## src/rtl/cache_types.sv

```systemverilog
// Shared cache-side types: arbiter FSM states and requester identifiers.
package cache_types;

   typedef enum logic [1:0] {
      IDLE,
      SERVE_I,
      SERVE_D,
      RESP
   } arb_state_t;

   typedef enum logic {
      PORT_I,
      PORT_D
   } arb_port_t;

endpackage

```

## src/rtl/cache_arbiter.sv

```systemverilog
// Shares one line-memory port between the I-cache and D-cache, one
// transaction at a time, with round-robin on simultaneous requests.
//
// state   | meaning
// IDLE    | sample requests, grant one, capture its address/wdata/operation
// SERVE_I | I transaction held on pmem until pmem_resp
// SERVE_D | D transaction held on pmem until pmem_resp
// RESP    | one-cycle resp pulse to the granted cache, requests ignored
module cache_arbiter
   import cache_types::*;
#(
   parameter int s_line = 256
) (
   input  logic              clk,
   input  logic              rst,
   input  logic              i_read,
   input  logic              i_write,
   input  logic [31:0]       i_address,
   input  logic [s_line-1:0] i_wdata,
   output logic [s_line-1:0] i_rdata,
   output logic              i_resp,
   input  logic              d_read,
   input  logic              d_write,
   input  logic [31:0]       d_address,
   input  logic [s_line-1:0] d_wdata,
   output logic [s_line-1:0] d_rdata,
   output logic              d_resp,
   output logic              pmem_read,
   output logic              pmem_write,
   output logic [31:0]       pmem_address,
   output logic [s_line-1:0] pmem_wdata,
   input  logic [s_line-1:0] pmem_rdata,
   input  logic              pmem_resp
);

   arb_state_t state;
   arb_port_t  last_grant;
   arb_port_t  grant;
   logic       i_req;
   logic       d_req;

   always_comb begin
      i_req = i_read | i_write;
      d_req = d_read | d_write;
      grant = PORT_I;
      if (i_req && d_req)
         grant = (last_grant == PORT_I) ? PORT_D : PORT_I;
      else if (d_req)
         grant = PORT_D;
   end

   // pmem_address/pmem_wdata double as the capture registers, so they stay
   // frozen for the whole SERVE phase no matter what the requesters do.
   always_ff @(posedge clk or negedge rst) begin
      if (!rst) begin
         state        <= IDLE;
         last_grant   <= PORT_I;
         pmem_read    <= 1'b0;
         pmem_write   <= 1'b0;
         pmem_address <= '0;
         pmem_wdata   <= '0;
         i_rdata      <= '0;
         d_rdata      <= '0;
         i_resp       <= 1'b0;
         d_resp       <= 1'b0;
      end else begin
         case (state)
            IDLE: begin
               if (i_req || d_req) begin
                  last_grant <= grant;
                  if (grant == PORT_I) begin
                     state        <= SERVE_I;
                     pmem_address <= i_address;
                     pmem_wdata   <= i_wdata;
                     pmem_write   <= i_write;
                     pmem_read    <= ~i_write;
                  end else begin
                     state        <= SERVE_D;
                     pmem_address <= d_address;
                     pmem_wdata   <= d_wdata;
                     pmem_write   <= d_write;
                     pmem_read    <= ~d_write;
                  end
               end
            end
            SERVE_I, SERVE_D: begin
               if (pmem_resp) begin
                  state      <= RESP;
                  pmem_read  <= 1'b0;
                  pmem_write <= 1'b0;
                  if (state == SERVE_I) begin
                     i_rdata <= pmem_rdata;
                     i_resp  <= 1'b1;
                  end else begin
                     d_rdata <= pmem_rdata;
                     d_resp  <= 1'b1;
                  end
               end
            end
            RESP: begin
               state  <= IDLE;
               i_resp <= 1'b0;
               d_resp <= 1'b0;
            end
            default: state <= IDLE;
         endcase
      end
   end

endmodule

```

## config.mk

```make
export PLATFORM = sky130hd
export DESIGN_NAME = cache_arbiter
export DESIGN_NICKNAME = d
export VERILOG_FILES = /design/src/rtl/cache_types.sv /design/src/rtl/cache_arbiter.sv
export SDC_FILE = /design/constraint.sdc
export NUM_CORES = 1
export LEC_CHECK = 0
export CAP_MARGIN = 5
export CORE_AREA = 2 2 643 645
export DETAILED_ROUTE_END_ITERATION = 16
export DIE_AREA = 0 0 645 647
export GPL_ROUTABILITY_DRIVEN = 1
export GPL_TIMING_DRIVEN = 0
export MAX_ROUTING_LAYER = met4
export PLACE_DENSITY_LB_ADDON = 0.08
export SYNTH_ARGS = -nofsm -noshare
export SYNTH_HDL_FRONTEND = slang
export SYNTH_SLANG_ARGS = --single-unit
```

## constraint.sdc

```tcl
create_clock -name clk -period 5 [get_ports clk]
set_input_delay 0.5 -clock clk [delete_from_list [all_inputs] [get_ports clk]]
set_output_delay 0.5 -clock clk [all_outputs]
set_load 0.02 [all_outputs]
```

* Word level (Yosys, flattened, before mapping)
Cells that the tools add are included.
** Word-level totals
- Input port bits :: 839
- Bits in registers :: 807
** Cells by class
- Muxes and demuxes :: 22
- Bitwise gates (word level) :: 5
- Reductions and logical operators :: 13
- Eq/ne operators :: 7
** Operator list (number)
- 256-bit 2-to-1 mux :: 1
- 32-bit 2-to-1 mux :: 1
- 3-bit AND reduction :: 5
- 1-bit 2-to-1 mux :: 12
- 2-bit inequality test, second input constant :: 4
- 1-bit one-hot mux with 2 select lines :: 4
- 2-bit 2-to-1 mux :: 3
- 2-bit one-hot mux with 3 select lines :: 1
- 2-bit == test, second input constant :: 2
- 2-bit AND reduction :: 2
- 2-bit nonzero test :: 2
- 1-bit NOT :: 3
- 2-bit by 1-bit == test with 1-bit output, second input constant :: 1
- 2-bit logical NOT :: 1
- 1-bit bitwise OR :: 2
- 2-bit OR reduction :: 1
- 1-bit logical AND :: 1
- 1-bit logical OR :: 1

* Longest topological paths before layout
- Depth in word-level cells :: 6
- Mapped depth :: 8

* Worst setup path before layout
OpenSTA, ideal clock, no wires.
- Path type :: register to register
- Start :: register state[0]
- End :: register d_rdata[100]
- Cell stages (with the launch flop) :: 7
- Clock period less this slack :: 1.871 ns
- Buffers on the path :: 2
- Library setup time :: 0.125 ns
- Setup slack :: 3.129 ns
- Data required time :: 4.875 ns
- Arrival :: 1.747 ns
- Cells stage by stage :: dfrtp_1 inv_1 ha_1 nand3b_1 clkbuf_1 buf_2 mux2_2
** On the way
- Longest elaborated chain between the ends :: 3
- Elaborated cells on any way between the ends :: 5
- Those cells by class :: eq/ne (2); bitwise (1); reduce/logical (2)
** RTL lines
- start, declared :: RTL line cache_arbiter.sv:36 : arb_state_t state;
- start signal, assigned :: RTL line cache_arbiter.sv:56 : state <= IDLE;
- start signal, assigned :: RTL line cache_arbiter.sv:72 : state <= SERVE_I;
- start signal, assigned :: RTL line cache_arbiter.sv:78 : state <= SERVE_D;
- 2-bit by 1-bit == test with 1-bit output or 2-bit == test (tied branches) :: RTL line cache_arbiter.sv:67, cache_arbiter.sv:91
- 2-bit OR reduction or 1-bit NOT (tied branches)
- 3-bit AND reduction (no line) *
- end signal, assigned :: RTL line cache_arbiter.sv:95 : d_rdata <= pmem_rdata;
- end, declared :: RTL line cache_arbiter.sv:26 : output logic [s_line-1:0] d_rdata,
Every way passes the cells marked *; elsewhere a longest branch is shown, timed or not.
A chain may end at the register's enable or synchronous reset.

* Final worst setup path
- Start :: register state[0]
- End :: register d_rdata[46]
The elaborated chain is that of the path after synthesis.

==> flow_summary.toml <==
[status]
status = "completed"

[timing]
fmax_ghz = 0.2893
finalSetupViolations = 0
setup_tns_ns = 0
finalHoldViolations = 0
relSlewSlack = 0.2184
rsz0062_at_grt = "no"
period_share = 0.6913
final.min_clock_period_ns = 3.457
tightest_slew_ns = 1.169
report.final.slew_viol_count = 0
finClkSkew_ns = 0.03573

[floorplan]
die_area_sq_um = 417300
rows = 236
io_pins = 1643
die_x_um = 645
initial_core_util = 0.07879
die_y_um = 647
design.core.area_sq_um = 411000

[critical_path]
r2r_cells = 6
endpoint_kind = "flop"
crit_type = "reg2reg"
critPathRequiredTime_ns = 5.69
reg2reg_setup_slack_ns = 1.54
start_kind = "flop"
critPathLaunch = "state[0]"
r2r_end = "d_rdata[46]"
worstReg2RegStart = "state[0]"
arrival_ns = 4.14
worstPathMaxFanout = 10

[synth]
ys_warn_count = 0
synthArstFlopShare = 1.000
yosysTopAreaCellShare = 0.6236
synth_seq_area_share = 0.6236
synth_edf_count = 0
ys.flop_type = "dfrtp_1"
synth_common_cells = "dfrtp_1 (807), nand2_1 (583), mux2_2 (513), a31oi_1 (289), nor2_1 (289)"
synth_nets = 3543
ys_ff_latch = 807
syn_inst = 2699
synth_cell_types = 29
synth_area_leaders = "dfrtp_1 (62%), mux2_2 (18%), nand2_1 (6.8%)"
synth_most_common_cell = "dfrtp_1"
mappedNetlistArea_sq_um = 32390
synth_top_area_cell = "dfrtp_1"
syn_avg_cell_area_sq_um = 12.00

[clock_tree]
cts_tree = "done"
clockBufferDepth = 4
cts_sinks = 807
clk_pin_slew_ns = 0.05
cts.repair.resized = 0
post_cts_buffers = 0
htree_levels = 4
numCtsBuffers = 135
cts_root_buf = "clkbuf_16"
clk_latency_ns = 0.84

[grt]
grt_max_degree = 118
grt_pass1_wl_um = 359400
grt_pass1_vias = 31500
grtUsageTotal = 0.1357
grt_antenna_before_repair = 178
gr-total-overflow = 0

[power_and_ir_drop]
cellLeakagePower_uw = 0.02316
ir_drop_v = 0.0002223
power_density_nw_per_um2 = 759.6

[layout]
final_area_sq_um = 60400
areaGrowthSynthToFinish_pct = 86.51
nFillCells = 46300
nets = 5331
seq_area_sq_um = 20190
multi_input_area_sq_um = 11100
drive_above_1_share = 0.1918

[routing]
drt_iter0_drc = 1286
wl_per_cell_um = 28.09
num_vias = 29510
routed_wl_um = 285100
postRouteAntennaNets = 0
avgViaCountPerCell = 2.907
dr.pass1.iters = 5
drc = 0

[placed_design]
hpwl_um = 238600
placed_area_sq_um = 55900
io_buffers = 1642
place_congestion = 0.8341

[job]
cap_violations = 0

[min_path]
hold_class = "in2async"
-- where the power goes --
group	switching, uW	internal (uW)	leakage (uW)
Clock	3920	5670	0.00208
Sequential	2400	9960	0.00935
Combinational	13900	9970	0.0117
-- worst max-delay path: stages (launching register included) --
cell and delay, ns:
dfrtp_1 0.41, inv_1 0.10, ha_1 0.53, nand3b_1 0.57
clkbuf_1 0.80, buf_2 0.51, mux2_2 0.38
-- flip-flops by register name (all words and copies together), names as in the netlist --
register,flops
i_resp,1
last_grant,1
pmem_write,1
state,2
d_rdata,256
pmem_address,32
i_rdata,256
pmem_wdata,256
d_resp,1
pmem_read,1
-- cells by family after synthesis --
kind of cell / synth area share
mux: 0.1787
flops: 0.6236
fa+ha+maj: 0.001932
simple gates: 0.1036
compound gates: 0.05865
buf+inv: 0.03357
-- how the worst max path moves through the flow --
| stage | to | slack [ns] | cells after the start |
|---|---|---|---|
| 5_1_grt | d_rdata[46] | 1.23 | 6 |
| 3_5_place_dp | i_rdata[174] | 0.93 | 5 |
| 3_3_place_gp | pmem_wdata[92] | -44.79 | 1 |
| 2_1_floorplan | d_rdata[100] | 3.13 | 6 |
| 4_1_cts | d_rdata[46] | 1.22 | 6 |
| 6_report | d_rdata[46] | 1.54 | 6 |
-- layer usage --
| metal | track usage | wire length (um) |
|---|---|---|
| met5 | - | 0 |
| met4 | 0.02738 | 6391 |
| met3 | 0.04627 | 22220 |
| met2 | 0.2586 | 157200 |
| met1 | 0.1318 | 99270 |
-- repair_timing --
item	4_1_cts	5_1_grt
endpoints found under the setup margin	0	0
hold endpoints to repair	183	0
hold buffers	1	0
-- cell type report --
| class | instances | share of cell area |
|---|---|---|
| clock inverters | 27 | 0.005489 |
| inverters | 6 | 0.0003729 |
| well taps | 5474 | 0.1134 |
| multi-input cells | 1703 | 0.1838 |
| plain buffers | 183 | 0.01765 |
| diodes | 91 | 0.003770 |
| repair buffers | 1651 | 0.2761 |
| clock buffers | 207 | 0.06508 |
| flip-flops and latches | 807 | 0.3343 |
-- cell usage in the layout (no fill, tap or decap), types with 6 or more instances in the layout --
cell             Yosys  routed
diode_2              0      91
buf_16               0       8
nor2_1             289     289
a31oi_1            289     289
mux2_2             513     513
buf_2              128     128
clkinv_2             0       9
clkbuf_1            14      59
clkdlybuf4s50_1      0    1641
clkbuf_16            0     137
clkbuf_8             0      24
buf_4               14      14
buf_6               22      22
dfrtp_1            807     807
nand2_1            583     583
inv_1                6       6
-- metrics by stage --
step	instances	util	worst slack (ns)	hold slack, ns	power, uW
after CTS	10060	0.1464	1.216	0.08686	47660
after global placement	9815	0.1354	-44.79	0.4883	37620
after detailed placement	9823	0.1360	0.9330	0.4278	37470
after global routing	10140	0.1469	1.226	0.1462	48680
final	10150	0.1470	1.543	0.1992	45880
after floorplan	2699	-	3.129	0.2044	22230
No activity file was read; power rests on OpenSTA's default activity.
